===== config.mk =====
export PLATFORM = sky130hd
export DESIGN_NAME = gesture_pwm_encoder
export DESIGN_NICKNAME = d
export VERILOG_FILES = /design/src/rtl/gesture_pkg.sv /design/src/rtl/pwm_edge_sync.sv /design/src/rtl/gesture_pwm_encoder.sv
export SDC_FILE = /design/constraint.sdc
export NUM_CORES = 1
export LEC_CHECK = 0
export ABC_AREA = 1
export CAP_MARGIN = 10
export CORE_MARGIN = 2
export CORE_UTILIZATION = 50
export DETAILED_ROUTE_END_ITERATION = 7
export HOLD_SLACK_MARGIN = 0.06
export PLACE_DENSITY = 0.69
export SLEW_MARGIN = 20
export SYNTH_ARGS = -nofsm -noshare
export SYNTH_HDL_FRONTEND = slang
export SYNTH_SLANG_ARGS = --single-unit

===== constraint.sdc =====
create_clock -name clk -period 2.9 [get_ports clk]
set_clock_uncertainty 0.05 [all_clocks]
set_input_delay 0.435 -clock clk [delete_from_list [all_inputs] [get_ports clk]]
set_output_delay 0.435 -clock clk [all_outputs]
set_load 0.01 [all_outputs]

===== src/rtl/gesture_pkg.sv =====
// Shared types, defaults and the width-to-code quantiser for the gesture PWM encoder.
package gesture_pkg;

  typedef logic [7:0] gesture_t;

  localparam gesture_t GESTURE_NONE = 8'd0;

  typedef enum logic [1:0] {IDLE, HIGH, LOW} enc_state_t;

  localparam int unsigned DEF_MIN_US    = 1000;
  localparam int unsigned DEF_STEP_US   = 100;
  localparam int unsigned DEF_NUM_CODES = 11;

  // Lowest width (us) that still rounds to code 1.
  function automatic int unsigned win_lo_us(input int unsigned min_us, input int unsigned step_us);
    return min_us - step_us / 2;
  endfunction

  // First width (us) past the top code; widths at or above this are rejected.
  function automatic int unsigned win_hi_us(input int unsigned min_us, input int unsigned step_us,
                                            input int unsigned num_codes);
    return min_us + (num_codes - 1) * step_us + step_us / 2;
  endfunction

  localparam int unsigned WIN_LO_US = win_lo_us(DEF_MIN_US, DEF_STEP_US);
  localparam int unsigned WIN_HI_US = win_hi_us(DEF_MIN_US, DEF_STEP_US, DEF_NUM_CODES);

  // Comparator chain: the highest code whose lower edge the width reaches wins.
  // Returns GESTURE_NONE outside [lo_us, hi_us).
  function automatic gesture_t quantise(input logic [15:0] width, input int unsigned lo_us,
                                        input int unsigned hi_us, input int unsigned step_us,
                                        input int unsigned num_codes);
    gesture_t    code;
    int unsigned w;
    w    = 32'(width);
    code = GESTURE_NONE;
    for (int unsigned i = 1; i <= num_codes; i++) begin
      if (w >= lo_us + (i - 1) * step_us) code = gesture_t'(i);
    end
    if (w >= hi_us) code = GESTURE_NONE;
    return code;
  endfunction

endpackage


===== src/rtl/pwm_edge_sync.sv =====
// Two-flop synchroniser plus edge detector for a slow asynchronous pin.
module pwm_edge_sync #(
  parameter logic RESET_LEVEL = 1'b0
) (
  input  logic clk,
  input  logic reset,
  input  logic async_in,
  output logic sync_out,
  output logic rise,
  output logic fall
);

  logic meta, sync_q, prev_q;

  // Synchroniser chain and a history flop for edge detection.
  always_ff @(posedge clk or negedge reset) begin
    if (!reset) begin
      meta   <= RESET_LEVEL;
      sync_q <= RESET_LEVEL;
      prev_q <= RESET_LEVEL;
    end else begin
      meta   <= async_in;
      sync_q <= meta;
      prev_q <= sync_q;
    end
  end

  assign sync_out = sync_q;
  assign rise     = sync_q & ~prev_q;
  assign fall     = ~sync_q & prev_q;

endmodule


===== src/rtl/gesture_pwm_encoder.sv =====
// Measures servo-style PWM high time and publishes a debounced 8-bit gesture code.
module gesture_pwm_encoder
  import gesture_pkg::*;
#(
  parameter int unsigned CLKS_PER_US  = 50,
  parameter int unsigned MIN_US       = DEF_MIN_US,
  parameter int unsigned STEP_US      = DEF_STEP_US,
  parameter int unsigned NUM_CODES    = DEF_NUM_CODES,
  parameter int unsigned MAX_PULSE_US = 2500,
  parameter int unsigned STABLE_COUNT = 3,
  parameter int unsigned TIMEOUT_US   = 25000
) (
  input  logic        clk,
  input  logic        reset,
  input  logic        pwm_in,
  output gesture_t    gesture,
  output logic        gesture_valid,
  output logic [15:0] width_us,
  output logic        pulse_error,
  output logic        signal_lost
);

  localparam int unsigned PW = (CLKS_PER_US > 1) ? $clog2(CLKS_PER_US) : 1;
  localparam int unsigned GW = $clog2(TIMEOUT_US + 1);
  localparam int unsigned SW = $clog2(STABLE_COUNT + 1);
  localparam logic [PW-1:0] PRESC_TOP  = PW'(CLKS_PER_US - 1);
  localparam logic [GW-1:0] GAP_TOP    = GW'(TIMEOUT_US);
  localparam logic [GW-1:0] GAP_LAST   = GW'(TIMEOUT_US - 1);
  localparam logic [15:0]   MAX_WIDTH  = 16'(MAX_PULSE_US);
  localparam logic [SW-1:0] STABLE_TOP = SW'(STABLE_COUNT);
  localparam int unsigned   WIN_LO     = win_lo_us(MIN_US, STEP_US);
  localparam int unsigned   WIN_HI     = win_hi_us(MIN_US, STEP_US, NUM_CODES);

  enc_state_t    state_q, state_d;
  logic          sync_level, rise, fall;
  logic [PW-1:0] presc;
  logic          us_tick;
  logic [15:0]   width_cnt;
  logic [GW-1:0] gap_cnt;
  logic          gap_expire;
  logic          eval_go, eval_q, abort, timeout;
  gesture_t      code, cand_q, cand_d;
  logic [SW-1:0] cnt_q, cnt_d;
  logic          lock;

  // Sync flops reset high: a pulse already in flight when reset releases shows
  // no rise, so it is discarded; the resulting fall is ignored in IDLE.
  pwm_edge_sync #(.RESET_LEVEL(1'b1)) u_sync (
    .clk      (clk),
    .reset    (reset),
    .async_in (pwm_in),
    .sync_out (sync_level),
    .rise     (rise),
    .fall     (fall)
  );

  assign us_tick    = (presc == PRESC_TOP);
  assign gap_expire = us_tick && (gap_cnt == GAP_LAST);
  assign code       = quantise(width_cnt, WIN_LO, WIN_HI, STEP_US, NUM_CODES);

  // Microsecond prescaler, realigned to every rising edge.
  always_ff @(posedge clk or negedge reset) begin
    if (!reset)               presc <= '0;
    else if (rise || us_tick) presc <= '0;
    else                      presc <= presc + 1'b1;
  end

  // High-time counter in us, saturating.
  always_ff @(posedge clk or negedge reset) begin
    if (!reset)    width_cnt <= '0;
    else if (rise) width_cnt <= '0;
    else if (state_q == HIGH && us_tick && width_cnt != '1) width_cnt <= width_cnt + 1'b1;
  end

  // Gap counter in us since the last rise; parks at the timeout value.
  always_ff @(posedge clk or negedge reset) begin
    if (!reset)    gap_cnt <= '0;
    else if (rise) gap_cnt <= '0;
    else if (state_q != HIGH && us_tick && gap_cnt != GAP_TOP) gap_cnt <= gap_cnt + 1'b1;
  end

  // FSM state register and the one-cycle-delayed evaluate request.
  always_ff @(posedge clk or negedge reset) begin
    if (!reset) begin
      state_q <= IDLE;
      eval_q  <= 1'b0;
    end else begin
      state_q <= state_d;
      eval_q  <= eval_go;
    end
  end

  // Next state; a rise beats a timeout expiring in the same cycle.
  always_comb begin
    state_d = state_q;
    eval_go = 1'b0;
    abort   = 1'b0;
    timeout = 1'b0;
    unique case (state_q)
      IDLE, LOW: begin
        if (rise) begin
          state_d = HIGH;
        end else if (gap_expire) begin
          timeout = 1'b1;
          state_d = IDLE;
        end
      end
      HIGH: begin
        if (fall) begin
          eval_go = 1'b1;
          state_d = LOW;
        end else if (sync_level && width_cnt > MAX_WIDTH) begin
          abort   = 1'b1;
          state_d = LOW;
        end
      end
      default: state_d = IDLE;
    endcase
  end

  // Candidate code and its run length.
  always_comb begin
    cand_d = cand_q;
    cnt_d  = cnt_q;
    if (abort || timeout) begin
      cnt_d = '0;
    end else if (eval_q) begin
      if (code == GESTURE_NONE) begin
        cnt_d = '0;
      end else if (code == cand_q) begin
        cnt_d = (cnt_q == STABLE_TOP) ? cnt_q : cnt_q + 1'b1;
      end else begin
        cand_d = code;
        cnt_d  = SW'(1);
      end
    end
    lock = eval_q && (cnt_d == STABLE_TOP) && (cand_d != gesture);
  end

  // Stability tracker registers.
  always_ff @(posedge clk or negedge reset) begin
    if (!reset) begin
      cand_q <= GESTURE_NONE;
      cnt_q  <= '0;
    end else begin
      cand_q <= cand_d;
      cnt_q  <= cnt_d;
    end
  end

  // Published outputs and strobes.
  always_ff @(posedge clk or negedge reset) begin
    if (!reset) begin
      gesture       <= GESTURE_NONE;
      gesture_valid <= 1'b0;
      width_us      <= '0;
      pulse_error   <= 1'b0;
      signal_lost   <= 1'b0;
    end else begin
      gesture_valid <= 1'b0;
      pulse_error   <= abort || (eval_q && code == GESTURE_NONE);
      if (eval_q) width_us <= width_cnt;
      if (timeout) begin
        signal_lost   <= 1'b1;
        gesture       <= GESTURE_NONE;
        gesture_valid <= (gesture != GESTURE_NONE);
      end else if (rise) begin
        signal_lost <= 1'b0;
      end
      if (lock) begin
        gesture       <= cand_d;
        gesture_valid <= 1'b1;
      end
    end
  end

endmodule


==> results of run 1 <==
cell usage in the layout, fill, tap and decap left out, types with 2 or more instances in the layout:
master           instances
o21ai_0                 38
nor4_1                   3
dfrtp_2                  4
nor2_4                   6
nor2_2                  11
nor2_1                  46
nand2_1                111
a21oi_1                 33
buf_4                   30
nand3_1                 35
inv_1                   71
nand4_1                 12
a31oi_1                  2
dfrtp_1                 73
nand3_4                  2
xor2_1                   5
nor3_1                  16
nor3_2                   6
clkbuf_8                 9
a221oi_1                 2
nand2_2                 14
buf_6                    2
nand2_4                 10
o21ai_1                  4
nor4_2                   2
clkinvlp_4               3
dfstp_2                  3
nor3b_1                  2
nand3_2                  8
ha_1                     6
a21oi_4                  3
inv_2                   10
clkdlybuf4s50_1         28
layout make-up:
cell class,instances,area share (%)
clock buffers,9,2.29
clock inverters,7,1.04
inverters,82,5.68
multi-input cells,394,41.6
flip-flops and latches,80,37.1
well taps,108,2.49
repair buffers,60,9.75
flip-flops by register name, summed over array words and instances (netlist names), 2 cells and up:
name       flops
width_cnt     16
width_us      16
gap_cnt       15
cand_q         8
gesture        8
presc          6
cnt_q          2
state_q        2
stage by stage:
stage / cell area [um2] / worst slack, ns / cells / util [%]
CTS: 5250 / -0.0282 / 738 / 60.5
global route: 5420 / -0.301 / 740 / 62.4
global placement: 4960 / -0.0369 / 712 / 57.1
finish: 5420 / -0.0988 / 740 / 62.4
floorplan: 4450 / 0.312 / 567 / -
detailed placement: 4960 / -0.133 / 712 / 57.1
where the power goes:
group / switching, W / leakage (nW) / internal (W)
Clock: 0.000462 / 0.0838 / 0.000320
Sequential: 0.0000299 / 1.09 / 0.00116
Combinational: 0.000101 / 1.36 / 0.0000463
Total: 0.000593 / 2.53 / 0.00152
worst max-delay path: stages (launching register included):
cell and delay (ns):
dfrtp_2 0.50, nor2_4 0.16, nand2_1 0.08, nor2_1 0.15, nand2_1 0.11, a21oi_4 0.19, nand2_2 0.09, xor2_1 0.16
nor3_2 0.17, nand2_1 0.08, nor2_2 0.13, nand3_4 0.17, nand2_8 0.15, nand2_4 0.05, nand3_2 0.06, nand2_2 0.07
nor2_4 0.13, nand3_4 0.10, buf_4 0.15, nand3_1 0.07, nand2_1 0.06
per-layer routing:
| metal | global-route usage, % | share of wire [%] |
|---|---|---|
| met4 | 7.06 | 1.5 |
| met2 | 36.9 | 48 |
| met3 | 4.08 | 4.4 |
| met5 | 0 | 0 |
| met1 | 30.1 | 46 |
cells by family after synthesis:
logic type,synth area share (%)
AO/OA/AOI/OAI,11.8
XOR/XNOR,0.984
adder cells (fa/ha/maj),1.69
buffers and inverters,8.19
flip-flops,45.1
AND/OR/NAND/NOR,32.3
worst paths after layout:
check / endpoint / cells after the start / slack, ns / start
worst max-delay path: gesture[1]$_DFFE_PN0P_ / 20 / -0.1 / width_cnt[6]$_DFFE_PN0P_
min in group clk: u_sync.sync_out$_DFF_PN1_ / 0 / 0.32 / u_sync.meta$_DFF_PN1_
worst max register to register: gesture[1]$_DFFE_PN0P_ / 20 / -0.1 / width_cnt[6]$_DFFE_PN0P_
worst min register to register: u_sync.sync_out$_DFF_PN1_ / 0 / 0.32 / u_sync.meta$_DFF_PN1_
worst min-delay path: gap_cnt[11]$_DFFE_PN0P_ / 1 / 0.04 / reset
max in group asynchronous: width_cnt[12]$_DFFE_PN0P_ / 1 / 2.24 / reset
repair_timing:
item                                    CTS  global route
gates resized for setup                  10            36
endpoints found under the setup margin    9            13
setup buffers                            10             2
pin swaps                                 9             7
hold buffers                              0             0
==> metrics, run 1 <==
maximum fanout along the worst path 8; count of buffers from port buffering 29; synthesized net count 576; clock latency on the worst-skew pair 0.36 ns; count of different cell masters after synthesis 46; floorplan row count 34; ANT cells 0; number of nets with antenna violations after detailed routing 0; critical path class flip-flop to flip-flop; leakage power figure 2.53 nW; leftover overflow at the end of global routing 0; ratio of cells with drive above 1 in the final layout 21.4%; Vias/cell 5.30; deepest level of the CTS H-tree 3; vias 3,920; arrival time reported for the critical path endpoint 3.21 ns; clock transition at the register clock pins on the worst setup and hold paths after CTS 0.10 ns; die width 98.3 um; TritonCTS buffer count 9; Pwr Density 391 nW/um2; total chip power 0.00212 W; most frequently used flop master after synthesis dfrtp_1; fin crit share 103%; startpoint kind of the worst setup timing path flip-flop; minimum setup slack in the final design -0.0988 ns; slew margin rel. 51.5%; kind of end point of the critical path flip-flop; actual slew at the worst max-slew pin 0.727 ns; setup repair after global routing missed its margin yes; Initial DRT Pass Iterations 5; cell count after synthesis 567; DP HPWL 7.31 mm; number of design rule violations left after detail routing 0; Post-synth ARST share 100%; cell area after technology mapping 4450 um2; time the final worst path needs with I/O delays and setup 3.00 ns; EDFF count, synth 0; first-pass GRT wire length 17.6 mm; # Max-Cap Violations 0; filler instances 762; warnings from Yosys 0; Die Area 9670 um2; required time of the critical path 3.11 ns; Min Hold Slack 0.0439 ns; DRC marker count from the first detailed-route iteration 184; cell type with the largest total area after synthesis dfrtp_1; CTS tree built; average cell area after synthesis 7.84 um2; worst vdd rail ir drop 0.236 mV; setup violation total in the final timing report 9; vertical extent of the die 98.3 um; Clock Sink Count 80; GRT Total Usage 22.4%; area occupied by registers 2010 um2; most common cell in the netlist nand2_1; Yosys reg bits 80; I/O pins 30; layout overhead on the synthesized area 21.8%; top area cells in the synthesized netlist dfrtp_1 (43%), nand2_1 (10%), inv_1 (6.2%); global placer's final weighted congestion 0.911; highest clock frequency the design can meet 333 MHz; share of the synthesized area in the top cell type 43.3%; proportion of synthesized chip area in sequential cells 45.1%; standard cell core area 8680 um2; Synth top cells by count nand2_1 (122), dfrtp_1 (77), inv_1 (73); vias in the first global route 3,886; net count reported at finish 636; class of the tightest hold or removal check input port to async pin; multi-input combinational cell area 2250 um2; starting density of the core 51.3%; largest net degree at the start of global routing 81; result of the run finished with violations; endpoints failing hold 0; initial antenna violation count 0; number of max-slew violations in the final report 0; maximum clock path buffer count 2; violated checks setup timing; detail-routed net length per standard cell 14.0 um; setup_tns -0.585 ns; wire length reported by the detailed router 10.4 mm; clock root buffer master clkbuf_8
Note: power is estimated with default switching activity, not from simulation.
==> run 2: changes to the inputs <==
- GPL_TIMING_DRIVEN: default -> 1
==> results of run 2 <==
No change in the layout: final DEF, timing and power equal those of run 1.
